**config.mk**
```make
export PLATFORM = sky130hd
export DESIGN_NAME = soundrive_regs
export DESIGN_NICKNAME = d
export VERILOG_FILES = /design/src/rtl/sound_pkg.sv /design/src/rtl/soundrive_regs_bus_sync.sv /design/src/rtl/soundrive_regs.sv
export SDC_FILE = /design/constraint.sdc
export NUM_CORES = 1
export LEC_CHECK = 0
export BUFFER_PORTS_ARGS = -buffer_cell sky130_fd_sc_hd__buf_4
export CORE_UTILIZATION = 35
export CTS_CLUSTER_DIAMETER = 200
export DETAILED_ROUTE_END_ITERATION = 10
export HOLD_SLACK_MARGIN = 0.12
export SLEW_MARGIN = 20
export SYNTH_ARGS = -nofsm -noshare
export SYNTH_HDL_FRONTEND = slang
export SYNTH_HIERARCHICAL = 1
export SYNTH_SLANG_ARGS = --single-unit
```
**constraint.sdc**
```tcl
create_clock -name clk28 -period 2.28 [get_ports clk28]
set_input_delay 0.228 -clock clk28 [delete_from_list [all_inputs] [get_ports clk28]]
set_output_delay 0.228 -clock clk28 [all_outputs]
set_load 0.01 [all_outputs]
```
**src/rtl/sound_pkg.sv**
```systemverilog
// Shared types and constants for the Soundrive register block.
package sound_pkg;

  // Gain state of the shared soft-mute attenuator.
  typedef enum logic [1:0] {
    MUTED  = 2'd0,
    UNMUTE = 2'd1,
    ACTIVE = 2'd2,
    MUTE   = 2'd3
  } gain_state_t;

  // CPU write capture sequencer.
  typedef enum logic [1:0] {
    IDLE         = 2'd0,
    CAPTURE      = 2'd1,
    WAIT_RELEASE = 2'd2
  } wr_state_t;

  // Default low-address-byte port decodes.
  localparam logic [7:0] DEF_PORT_L0    = 8'h0F;
  localparam logic [7:0] DEF_PORT_L1    = 8'h1F;
  localparam logic [7:0] DEF_PORT_R0    = 8'h4F;
  localparam logic [7:0] DEF_PORT_R1    = 8'h5F;
  localparam logic [7:0] DEF_COVOX_PORT = 8'hFB;

  // Attenuation is a right shift; SHIFT_MAX clears an 8-bit sample.
  localparam int SHIFT_MAX = 8;
  localparam int NUM_CH    = 4;

  // Snapshot of both FSMs and the current attenuation.
  typedef struct packed {
    gain_state_t gain;
    wr_state_t   wr;
    logic [3:0]  shift;
  } dbg_t;

endpackage

```
**src/rtl/soundrive_regs_bus_sync.sv**
```systemverilog
// Two-flop synchroniser for one asynchronous, active-low Z80 bus strobe.
// Resets to 1 so a strobe reads as inactive while reset is applied.
module bus_sync (
  input  logic clk28,
  input  logic rst_n,
  input  logic din,
  output logic dout
);

  logic meta;

  // Shift the raw strobe through two flops into the clk28 domain.
  always_ff @(posedge clk28 or negedge rst_n) begin
    if (!rst_n) begin
      meta <= 1'b1;
      dout <= 1'b1;
    end else begin
      meta <= din;
      dout <= meta;
    end
  end

endmodule

```
**src/rtl/soundrive_regs.sv**
```systemverilog
// Soundrive channel registers with shared click-free soft-mute attenuator.
// Optional build macro COVOX_FB_EN: a write to COVOX_PORT loads all four
// channel registers at once; without it that port is not decoded.
//
// Handshake: there is no valid/ready pair here. A CPU write is one bus
// cycle where IORQ and WR are low and M1 is high; it is taken exactly once,
// on the edge the synchronised strobe is first seen active, and the next
// write is accepted only after the strobe has been seen inactive again.
module soundrive_regs
  import sound_pkg::*;
#(
  parameter int         RAMP_DIV   = 4096,
  parameter logic [7:0] PORT_L0    = DEF_PORT_L0,
  parameter logic [7:0] PORT_L1    = DEF_PORT_L1,
  parameter logic [7:0] PORT_R0    = DEF_PORT_R0,
`ifdef COVOX_FB_EN
  parameter logic [7:0] PORT_R1    = DEF_PORT_R1,
  parameter logic [7:0] COVOX_PORT = DEF_COVOX_PORT
`else
  parameter logic [7:0] PORT_R1    = DEF_PORT_R1
`endif
) (
  input  logic       rst_n,
  input  logic       clk28,
  input  logic       en,
  input  logic [7:0] bus_a,
  input  logic [7:0] bus_d,
  input  logic       bus_iorq_n,
  input  logic       bus_wr_n,
  input  logic       bus_m1_n,
  output logic [7:0] sd_l0,
  output logic [7:0] sd_l1,
  output logic [7:0] sd_r0,
  output logic [7:0] sd_r1,
  output logic       muted,
  output dbg_t       dbg
);

  localparam int         PW    = (RAMP_DIV > 1) ? $clog2(RAMP_DIV) : 1;
  localparam logic [3:0] S_MAX = 4'(SHIFT_MAX);

  logic iorq_s, wr_s, m1_s;
  logic wr_act;

  wr_state_t                    wr_state;
  logic [NUM_CH-1:0][7:0]       ch_reg;
  logic [NUM_CH-1:0]            hit;

  gain_state_t                  gain_state;
  logic [3:0]                   shift;
  logic [PW-1:0]                pre;
  logic                         tick;
  logic [NUM_CH-1:0][7:0]       sd_q;

  bus_sync u_sync_iorq (.clk28(clk28), .rst_n(rst_n), .din(bus_iorq_n), .dout(iorq_s));
  bus_sync u_sync_wr   (.clk28(clk28), .rst_n(rst_n), .din(bus_wr_n),   .dout(wr_s));
  bus_sync u_sync_m1   (.clk28(clk28), .rst_n(rst_n), .din(bus_m1_n),   .dout(m1_s));

  // Interrupt acknowledge (M1 low) never counts as an I/O write.
  assign wr_act = !iorq_s && !wr_s && m1_s;

  // Full 8-bit port decode of the address held on the bus.
  always_comb begin
    hit    = '0;
    hit[0] = (bus_a == PORT_L0);
    hit[1] = (bus_a == PORT_L1);
    hit[2] = (bus_a == PORT_R0);
    hit[3] = (bus_a == PORT_R1);
`ifdef COVOX_FB_EN
    if (bus_a == COVOX_PORT) hit = '1;
`endif
  end

  // Write sequencer: the register load happens on the edge that enters
  // CAPTURE, so a register changes on the 3rd clk28 edge after the pins
  // go active; WAIT_RELEASE blocks repeats while the strobe is held.
  always_ff @(posedge clk28 or negedge rst_n) begin
    if (!rst_n) begin
      wr_state <= IDLE;
      ch_reg   <= '0;
    end else begin
      case (wr_state)
        IDLE: begin
          if (wr_act) begin
            wr_state <= CAPTURE;
            for (int i = 0; i < NUM_CH; i++) begin
              if (hit[i]) ch_reg[i] <= bus_d;
            end
          end
        end
        CAPTURE:      wr_state <= WAIT_RELEASE;
        WAIT_RELEASE: if (!wr_act) wr_state <= IDLE;
        default:      wr_state <= IDLE;
      endcase
    end
  end

  assign tick = (pre == PW'(RAMP_DIV - 1));

  // Gain FSM: shift walks one step per prescaler tick toward 0 (en) or
  // SHIFT_MAX (!en). A reversal keeps the current shift; if the ramp is
  // reversed while still at its starting end, the FSM goes straight to
  // the matching rest state instead of ramping from there.
  always_ff @(posedge clk28 or negedge rst_n) begin
    if (!rst_n) begin
      gain_state <= MUTED;
      shift      <= S_MAX;
      pre        <= '0;
      muted      <= 1'b1;
    end else begin
      case (gain_state)
        MUTED: begin
          if (en) begin
            gain_state <= UNMUTE;
            pre        <= '0;
            muted      <= 1'b0;
          end
        end
        UNMUTE: begin
          if (!en) begin
            pre <= '0;
            if (shift == S_MAX) begin
              gain_state <= MUTED;
              muted      <= 1'b1;
            end else begin
              gain_state <= MUTE;
            end
          end else if (tick) begin
            pre   <= '0;
            shift <= shift - 4'd1;
            if (shift == 4'd1) gain_state <= ACTIVE;
          end else begin
            pre <= pre + PW'(1);
          end
        end
        ACTIVE: begin
          if (!en) begin
            gain_state <= MUTE;
            pre        <= '0;
          end
        end
        MUTE: begin
          if (en) begin
            pre <= '0;
            if (shift == 4'd0) gain_state <= ACTIVE;
            else               gain_state <= UNMUTE;
          end else if (tick) begin
            pre   <= '0;
            shift <= shift + 4'd1;
            if (shift == S_MAX - 4'd1) begin
              gain_state <= MUTED;
              muted      <= 1'b1;
            end
          end else begin
            pre <= pre + PW'(1);
          end
        end
        default: begin
          gain_state <= MUTED;
          shift      <= S_MAX;
          pre        <= '0;
          muted      <= 1'b1;
        end
      endcase
    end
  end

  // Registered attenuated outputs; a shift of 8 zero-fills the sample.
  always_ff @(posedge clk28 or negedge rst_n) begin
    if (!rst_n) begin
      sd_q <= '0;
    end else begin
      for (int i = 0; i < NUM_CH; i++) sd_q[i] <= ch_reg[i] >> shift;
    end
  end

  assign sd_l0 = sd_q[0];
  assign sd_l1 = sd_q[1];
  assign sd_r0 = sd_q[2];
  assign sd_r1 = sd_q[3];

  assign dbg.gain  = gain_state;
  assign dbg.wr    = wr_state;
  assign dbg.shift = shift;

endmodule

```
### Word-level counts from Yosys, hierarchy flattened

Index checks and enable logic that the tools add are counted.

| operators by class | value |
|---|---|
| add/sub/neg operators | 3 |
| eq/ne operators | 28 |
| shifts and indexed selects | 4 |
| mux-type cells | 32 |
| reduce and logical (&&, ||, !) cells | 18 |

Operators with widths:

| operator | count |
|---|---|
| $mux 12 | 5 |
| $pmux 12 s4 | 1 |
| $shr 8x4->8 | 4 |
| $mux 2 | 12 |
| $ne 2x2->1 const B | 11 |
| $eq 8x7->1 const B | 2 |
| $mux 4 | 4 |
| $add 12x1->12 const B | 1 |
| $eq 12x12->1 const B | 1 |
| $ne 3x3->1 const B | 4 |
| $reduce_and 3->1 | 4 |
| $eq 8x4->1 const B | 1 |
| $eq 8x5->1 const B | 1 |
| $pmux 2 s4 | 1 |
| $pmux 4 s2 | 1 |
| $reduce_and 7->1 | 1 |
| $eq 2x2->1 const B | 3 |
| $mux 1 | 6 |
| $pmux 2 s3 | 1 |
| $reduce_and 6->1 | 1 |
| $reduce_and 5->1 | 1 |
| $add 4x1->4 const B | 1 |
| $eq 2x1->1 const B | 2 |
| $eq 4x1->1 const B | 1 |
| other kinds (11) | 15 |

| storage, ports and cells | value |
|---|---|
| flip-flop bits (word level) | 91 |
| output and inout port bits | 41 |

### Longest topological paths before layout

Gate-level depths: netlist (run 1).

| depth | value |
|---|---|
| depth after elaboration | 5 |
| mapped depth | 8 |

### By module

The synthesis (run 1) kept the hierarchy.

Modules (own cells, without submodules):

| module | times used | cells an instance | area an instance (sq um) | seq. area each (sq um) |
|---|---|---|---|---|
| soundrive_regs | 1 | 371 | 4354.2 | 2129.5 |
| bus_sync | 3 | 2 | 52.6 | 52.6 |

### Worst setup path after synthesis (run 1)

No wires, ideal clock.

| timing | value |
|---|---|
| kind | reg2reg |
| from | reg shift[0] |
| to | reg gain_state[1] |
| setup time | 0.083 ns |
| data arrival time | 1.930 ns |
| slack | 0.267 ns |
| cell stages (with the launch flop) | 9 |
| buffers on the path | 2 |
| cell sequence | dfrtp_1 buf_2 buf_2 clkinv_1 ha_1 nor2b_1 mux2_2 o32a_1 o21ai_0 |

| on the way | value |
|---|---|
| cells in the longest elaborated chain, start to end | 4 |

RTL lines:

| item | RTL line | source |
|---|---|---|
| start: declaration | soundrive_regs.sv:50 | `logic [3:0] shift;` |
| start signal: assignment | soundrive_regs.sv:130 | `shift <= shift - 4'd1;` |
| start signal: assignment | soundrive_regs.sv:149 | `shift <= shift + 4'd1;` |
| $eq 4x4->1 / $logic_not 4->1 (equally long branches) | soundrive_regs.sv:122, soundrive_regs.sv:145 |  |
| $mux 2 (on tied branches) | soundrive_regs.sv:122, soundrive_regs.sv:145 |  |
| $mux 2 (on tied branches) | soundrive_regs.sv:120, soundrive_regs.sv:143 |  |
| $pmux 2 s4 | soundrive_regs.sv:111 | `case (gain_state)` |
| end signal: assignment | soundrive_regs.sv:114 | `gain_state <= UNMUTE;` |
| end signal: assignment | soundrive_regs.sv:123 | `gain_state <= MUTED;` |
| end signal: assignment | soundrive_regs.sv:126 | `gain_state <= MUTE;` |
| end: declaration | soundrive_regs.sv:49 | `gain_state_t gain_state;` |

Several ways; a longest one is shown, not always the timed one.
A chain may end at the register's enable or synchronous reset.

### Worst setup path in the final report (run 1)

| timing | value |
|---|---|
| from | in en |
| to | reg pre[3] |

| on the way | value |
|---|---|
| cells in the longest elaborated chain, start to end | 2 |

RTL lines:

| item | RTL line | source |
|---|---|---|
| start: declaration | soundrive_regs.sv:25 | `input logic en,` |
| $mux 12 (tied with other cells) | soundrive_regs.sv:143 | `if (en) begin` |
| $pmux 12 s4 / $reduce_and 2->1 (equally long branches) | n/a |  |
| end signal: assignment | soundrive_regs.sv:133 | `pre <= pre + PW'(1);` |
| end signal: assignment | soundrive_regs.sv:155 | `pre <= pre + PW'(1);` |
| end: declaration | soundrive_regs.sv:51 | `logic [PW-1:0] pre;` |

Several ways; a longest one is shown, not always the timed one.

==> results of run 1 <==
worst paths after layout:
kind / startpoint / endpoint / slack (ns) / cells after the start
worst min-delay path: bus_d[7] / ch_reg[23]$_DFFE_PN0P_ / 0.16 / 2
worst min register to register: u_sync_wr/meta$_DFF_PN1_ / u_sync_wr/dout$_DFF_PN1_ / 0.36 / 0
worst max-delay path: en / pre[3]$_DFFE_PN0P_ / 0.31 / 6
max in group asynchronous: rst_n / muted$_DFFE_PN1P_ / 1.12 / 3
worst max register to register: u_sync_m1/dout$_DFF_PN1_ / ch_reg[17]$_DFFE_PN0P_ / 0.40 / 4
min in group asynchronous: rst_n / sd_r1[0]$_DFF_PN0_ / 0.47 / 2
per-layer routing:
metal	wire length (um)	GRT usage	vias to the layer above
li1	-	-	1501
met1	4496	0.2139	1514
met2	4634	0.2503	69
met3	478	0.04550	16
met4	204	0.06494	0
met5	0	0	-
through the flow:
stage / area, um^2 / hold slack, ns / utilization
after floorplan: 4512 / -0.06759 / -
after global placement: 5156 / 0.2865 / 0.4086
after detailed placement: 5156 / 0.3031 / 0.4086
after global routing: 5502 / 0.1575 / 0.4360
final: 5502 / 0.1562 / 0.4360
after CTS: 5502 / 0.1432 / 0.4360
timing repair:
action / 4_1_cts / 5_1_grt
setup buffers: 0 / 0
endpoints found under the hold margin: 48 / 0
hold buffers: 5 / 0
area by class of cell:
type	count	area (um^2)	area share
clock buffers	10	229.0	0.04162
flip-flops and latches	91	2287	0.4157
clock inverters	6	66.31	0.01205
inverters	7	26.28	0.004776
repair buffers	75	588.1	0.1069
multi-input cells	257	2090	0.3798
well taps	172	215.2	0.03912
cells by family after synthesis:
kind of cell    after synthesis
fa+ha+maj                     4
xor+xnor                      7
flops                        91
buf+inv                      29
mux                          79
compound gates               59
simple gates                108
worst max-delay path, stage by stage:
cell           delay, ns
dlygate4sd3_1       0.54
buf_4               0.17
xnor2_1             0.20
nor2_1              0.69
nand2_1             0.19
o22ai_1             0.21
synth_stat cells (6+ instances only):
cell	instances	area, um^2
a211oi_1	6	45.04
a21oi_1	13	65.06
a31oi_1	9	56.30
and3_1	6	37.54
buf_2	15	75.07
dfrtp_1	83	2077
dfstp_2	8	210.2
mux2_2	36	405.4
mux2i_1	33	330.3
mux4_2	10	225.2
nand2_1	17	63.81
nand3_1	9	45.04
nor2_1	37	138.9
nor2b_1	9	56.30
o21ai_0	11	55.05
power by group through the flow:
stage	logic, mW	registers, mW	clock network, mW
after global placement	0.515	1.75	0
after global routing	0.594	1.73	1.58
after floorplan	0.351	1.74	0
after detailed placement	0.526	1.75	0
after CTS	0.535	1.72	1.52
final	0.527	1.72	1.47
cell usage in the layout, fill, tap and decap left out, types with 5 or more instances in the layout:
cell           count
buf_4             69
dlygate4sd3_1      5
nor2_1            37
mux2i_1           33
nand3_1            9
and3_1             6
a211oi_1           6
o21ai_0           11
nor2b_1            9
dfrtp_1           83
a31oi_1            9
mux2_2            36
inv_1              5
dfstp_2            8
clkbuf_16          9
a21oi_1           13
mux4_2            10
nand2_1           17
==> results.cfg, run 1 <==
[run_status]
status = complete, but fails checks
violations = design-rule violations

[power]
p_int_mw = 2.735
pwr-share-comb = 0.142
total_power_mw = 3.721
switchingPower_mw = 0.9862
ir_drop_v = 0.0004575
swShare = 0.2650
power_frac_clock = 0.395
p_seq_frac = 0.463
p_leak_nw = 2.683
p_per_area_mw_per_mm2 = 676.3

[cells_and_area]
drive_gt1_frac = 0.3341
synthToLayoutAreaGrowth_pct = 21.94
fill_cells = 1200
diodes = 0
final_nets = 467
largest_reg_flops = 32
fin_cells = 618

[yosys]
synth_area_mm2 = 0.004512
synthArstFlopShare = 1.000
synth-simple-area-share = 0.1392
synthXorXnorAreaFrac = 0.01359
synth_cells = 377
synth_enable_flop_cells = 0
ys_ff_latch = 91
syn_nets = 403
seq_area_frac_synth = 0.5069
synth_compound_area_frac = 0.08625
ys_types = 50
avgSynthCellArea_um2 = 11.97
yosysWarnings = 6
synth_top_family_by_area = multiplexers
synthMuxAreaShare = 0.2130
synth_ff_type = dfrtp_1
synth_adder_area_share = 0.01109

[worst_hold_path]
holdCritPathClass = input port to flop

[global_routing]
grt_pass1_wl_um = 16030
grt_pass1_vias = 3040
grt_max_degree = 52
antenna_found_initial = 0
grt_overflow = 0
grt_usage = 0.1616

[route]
avgRoutedWirePerCell_um = 15.88
via_per_inst = 5.016
drc = 4
drtAntennaViolNets = 0
drt-initial-drc-count = 235
drt_first_pass_iters = 7
routed_wl_um = 9814
vias = 3100

[setup_path]
setup.worst_path.end_class = flop
cp.required_ns = 2.54
critPathLaunchType = input port
path_class = input port to flop
crit_arrival_ns = 2.23
crit_fanout = 15

[clock_network]
tritoncts = built
cts_resized = 0
insertion_delay_ns = 0.35
clkTransAtPathRegs_ns = 0.06
cts_sinks = 91
cts_max_level = 3
numCtsBuffers = 9
cts_root_buf = clkbuf_16
clock_path_buffers = 2

[place]
dp.cells = 597
pre_cts_ws_ns = 0.3904
dp_hpwl_um = 7233
portBuffers = 62
routabilityCongestion = 0.8210

[sta]
setup-tns-final_ns = 0
setup_viol = 0
rsz0062_at_grt = no
hold_violations = 0
relSlewSlack = 0.4256
fin_crit_sh = 0.8629
fin_ws_ns = 0.3126
layout_min_cycle_time_ns = 1.967
fmax_mhz = 508.3
slew_violations = 0
worst_pin_slew_ns = 0.8585
fin_skew_ns = 0.005438

[floorplan]
coreArea_mm2 = 0.01262
dieArea_mm2 = 0.01335
die_w_um = 115.5
die_h_um = 115.5
rows = 41
start_util = 0.3575
io-pin-count = 63

[run]
cap_violations = 0
(Power assumes the default switching activity.)
==> run 2: changes to the inputs <==
==> constraint.sdc (replaced) <==
create_clock -name clk28 -period 1.83 [get_ports clk28]
set_input_delay 0.183 -clock clk28 [delete_from_list [all_inputs] [get_ports clk28]]
set_output_delay 0.183 -clock clk28 [all_outputs]
set_load 0.01 [all_outputs]
==> run 2 against run 1 <==
  * The flow now finishes without violations
  * Register-to-register slack got worse by 0.33 ns
  * Combinational power rose by 30%
  * Global-route usage rose by 0.53 points
  * Final area rose by 5.1%
  * Clock skew barely moved
  * Sequential share of layout area fell by 2.0 points
  * Sequential power rose by 27%
  * Cell count rose by 3.4%
  * Critical endpoint is now ch_reg[22]$_DFFE_PN0P_
  * Critical path type is now flop to flop
==> results.cfg, run 2 (synthesis results as in run 1) <==
[clock_network]
cts_sinks = 91
cts_max_level = 3
cts_root_buf = clkbuf_16
clock_path_buffers = 2
numCtsBuffers = 9
clkTransAtPathRegs_ns = 0.06
insertion_delay_ns = 0.35
tritoncts = built

[cells_and_area]
seq_area_mm2 = 0.002288
final_common_cell = dfrtp_1
largest_reg_flops = 32
fin_area_mm2 = 0.005781
fin_cells = 639
fill_cells = 1184
final_cell_mix = dfrtp_1 (82), buf_4 (77), nor2_1 (37), mux2_2 (36), mux2i_1 (33)
synthToLayoutAreaGrowth_pct = 28.12
final_nets = 488
multi_input_area_mm2 = 0.002100
diodes = 0
drive_gt1_frac = 0.3555

[sta]
setup_viol = 0
setup-tns-final_ns = 0
fin_crit_sh = 0.9641
rsz0062_at_grt = yes
relSlewSlack = 0.6932
layout_min_cycle_time_ns = 1.764
worst_pin_slew_ns = 0.4602
fin_skew_ns = 0.005617
slew_violations = 0
fmax_mhz = 566.8
hold_violations = 0
hold_ws_ns = 0.1403
fin_ws_ns = 0.06572

[power]
ir_drop_v = 0.0006079
p_leak_nw = 2.834
p_per_area_mw_per_mm2 = 840.9

[place]
place_area_mm2 = 0.005315
dp_hpwl_um = 7465
pre_cts_ws_ns = 0.03717
routabilityCongestion = 0.8264
dp.cells = 611
portBuffers = 62

[setup_path]
crit_arrival_ns = 1.99
r2r_end = ch_reg[22]$_DFFE_PN0P_
cp.required_ns = 2.06
crit_fanout = 8
reg2reg_depth = 5
r2r_start = u_sync_m1/dout$_DFF_PN1_
critPathCapture = ch_reg[22]$_DFFE_PN0P_
critPathLaunchType = flop
reg2reg_slack_ns = 0.07
path_class = flop to flop
crit_start = u_sync_m1/dout$_DFF_PN1_
setup.worst_path.end_class = flop

[route]
drc = 0
drt-initial-drc-count = 279
routed_wl_um = 10070
drt_first_pass_iters = 4
drtAntennaViolNets = 0
via_per_inst = 5.038
avgRoutedWirePerCell_um = 15.75
vias = 3219

[floorplan]
rows = 41
coreArea_mm2 = 0.01262
die_w_um = 115.5
dieArea_mm2 = 0.01335
start_util = 0.3575
io-pin-count = 63
die_h_um = 115.5

[run]
cap_violations = 0

[worst_hold_path]
holdCritPathClass = input port to flop

[run_status]
status = complete, no violations

[global_routing]
grt_usage = 0.1669
grt_pass1_wl_um = 16660
grt_overflow = 0
antenna_found_initial = 0
grt_pass1_vias = 3220
grt_max_degree = 45
==> run 2: final cells by class <==
type                       count  area share
clock inverter                 5     0.01494
clock buffer                  11     0.04199
sequential                    91      0.3959
inverter                       7    0.004762
multi-input combinational    257      0.3632
tap                          172     0.03723
timing repair buffer          96      0.1420
==> run 2: how the worst min path moves through the flow <==
stage | cells after the start | end | slack [ns] | from
floorplan | 0 | ch_reg[0]$_DFFE_PN0P_ | -0.11 | rst_n
global placement | 1 | shift[1]$_DFFE_PN0P_ | 0.17 | rst_n
detailed placement | 1 | shift[1]$_DFFE_PN0P_ | 0.17 | rst_n
CTS | 2 | ch_reg[30]$_DFFE_PN0P_ | 0.12 | bus_d[6]
global route | 2 | ch_reg[14]$_DFFE_PN0P_ | 0.13 | bus_d[6]
finish | 2 | ch_reg[30]$_DFFE_PN0P_ | 0.14 | bus_d[6]
==> run 2: report_power, final <==
part	switching (mW)	leakage, nW	internal (mW)
clock	0.753	0.160	1.24
combinational	0.380	1.45	0.306
sequential	0.102	1.22	2.08
total	1.23	2.83	3.63
==> run 2: critical path, cell delays in order, from the launching register on <==
cell     delay (ns)
dfstp_2        0.52
nor3b_4        0.23
nand4_4        0.19
nor3b_4        0.22
buf_6          0.16
mux2_2         0.33
==> run 2: what timing repair did <==
action / 4_1_cts / 5_1_grt
endpoints found under the setup margin: 0 / 10
hold buffers: 12 / 0
endpoints found under the hold margin: 57 / 0
buffers inserted: 0 / 0
gates resized for setup: 0 / 4
==> run 2: per-stage QoR <==
stage | power (mW) | utilization
CTS | 4.924 | 0.4568
detailed placement | 2.881 | 0.4212
global route | 5.098 | 0.4581
floorplan | 2.611 | -
global placement | 2.862 | 0.4212
finish | 4.861 | 0.4581
==> run 2: metal layers <==
| layer | share of wire | GRT usage |
|---|---|---|
| met5 | 0 | 0 |
| met4 | 0.016 | 0.07446 |
| met3 | 0.027 | 0.03190 |
| met2 | 0.50 | 0.2679 |
| met1 | 0.46 | 0.2199 |
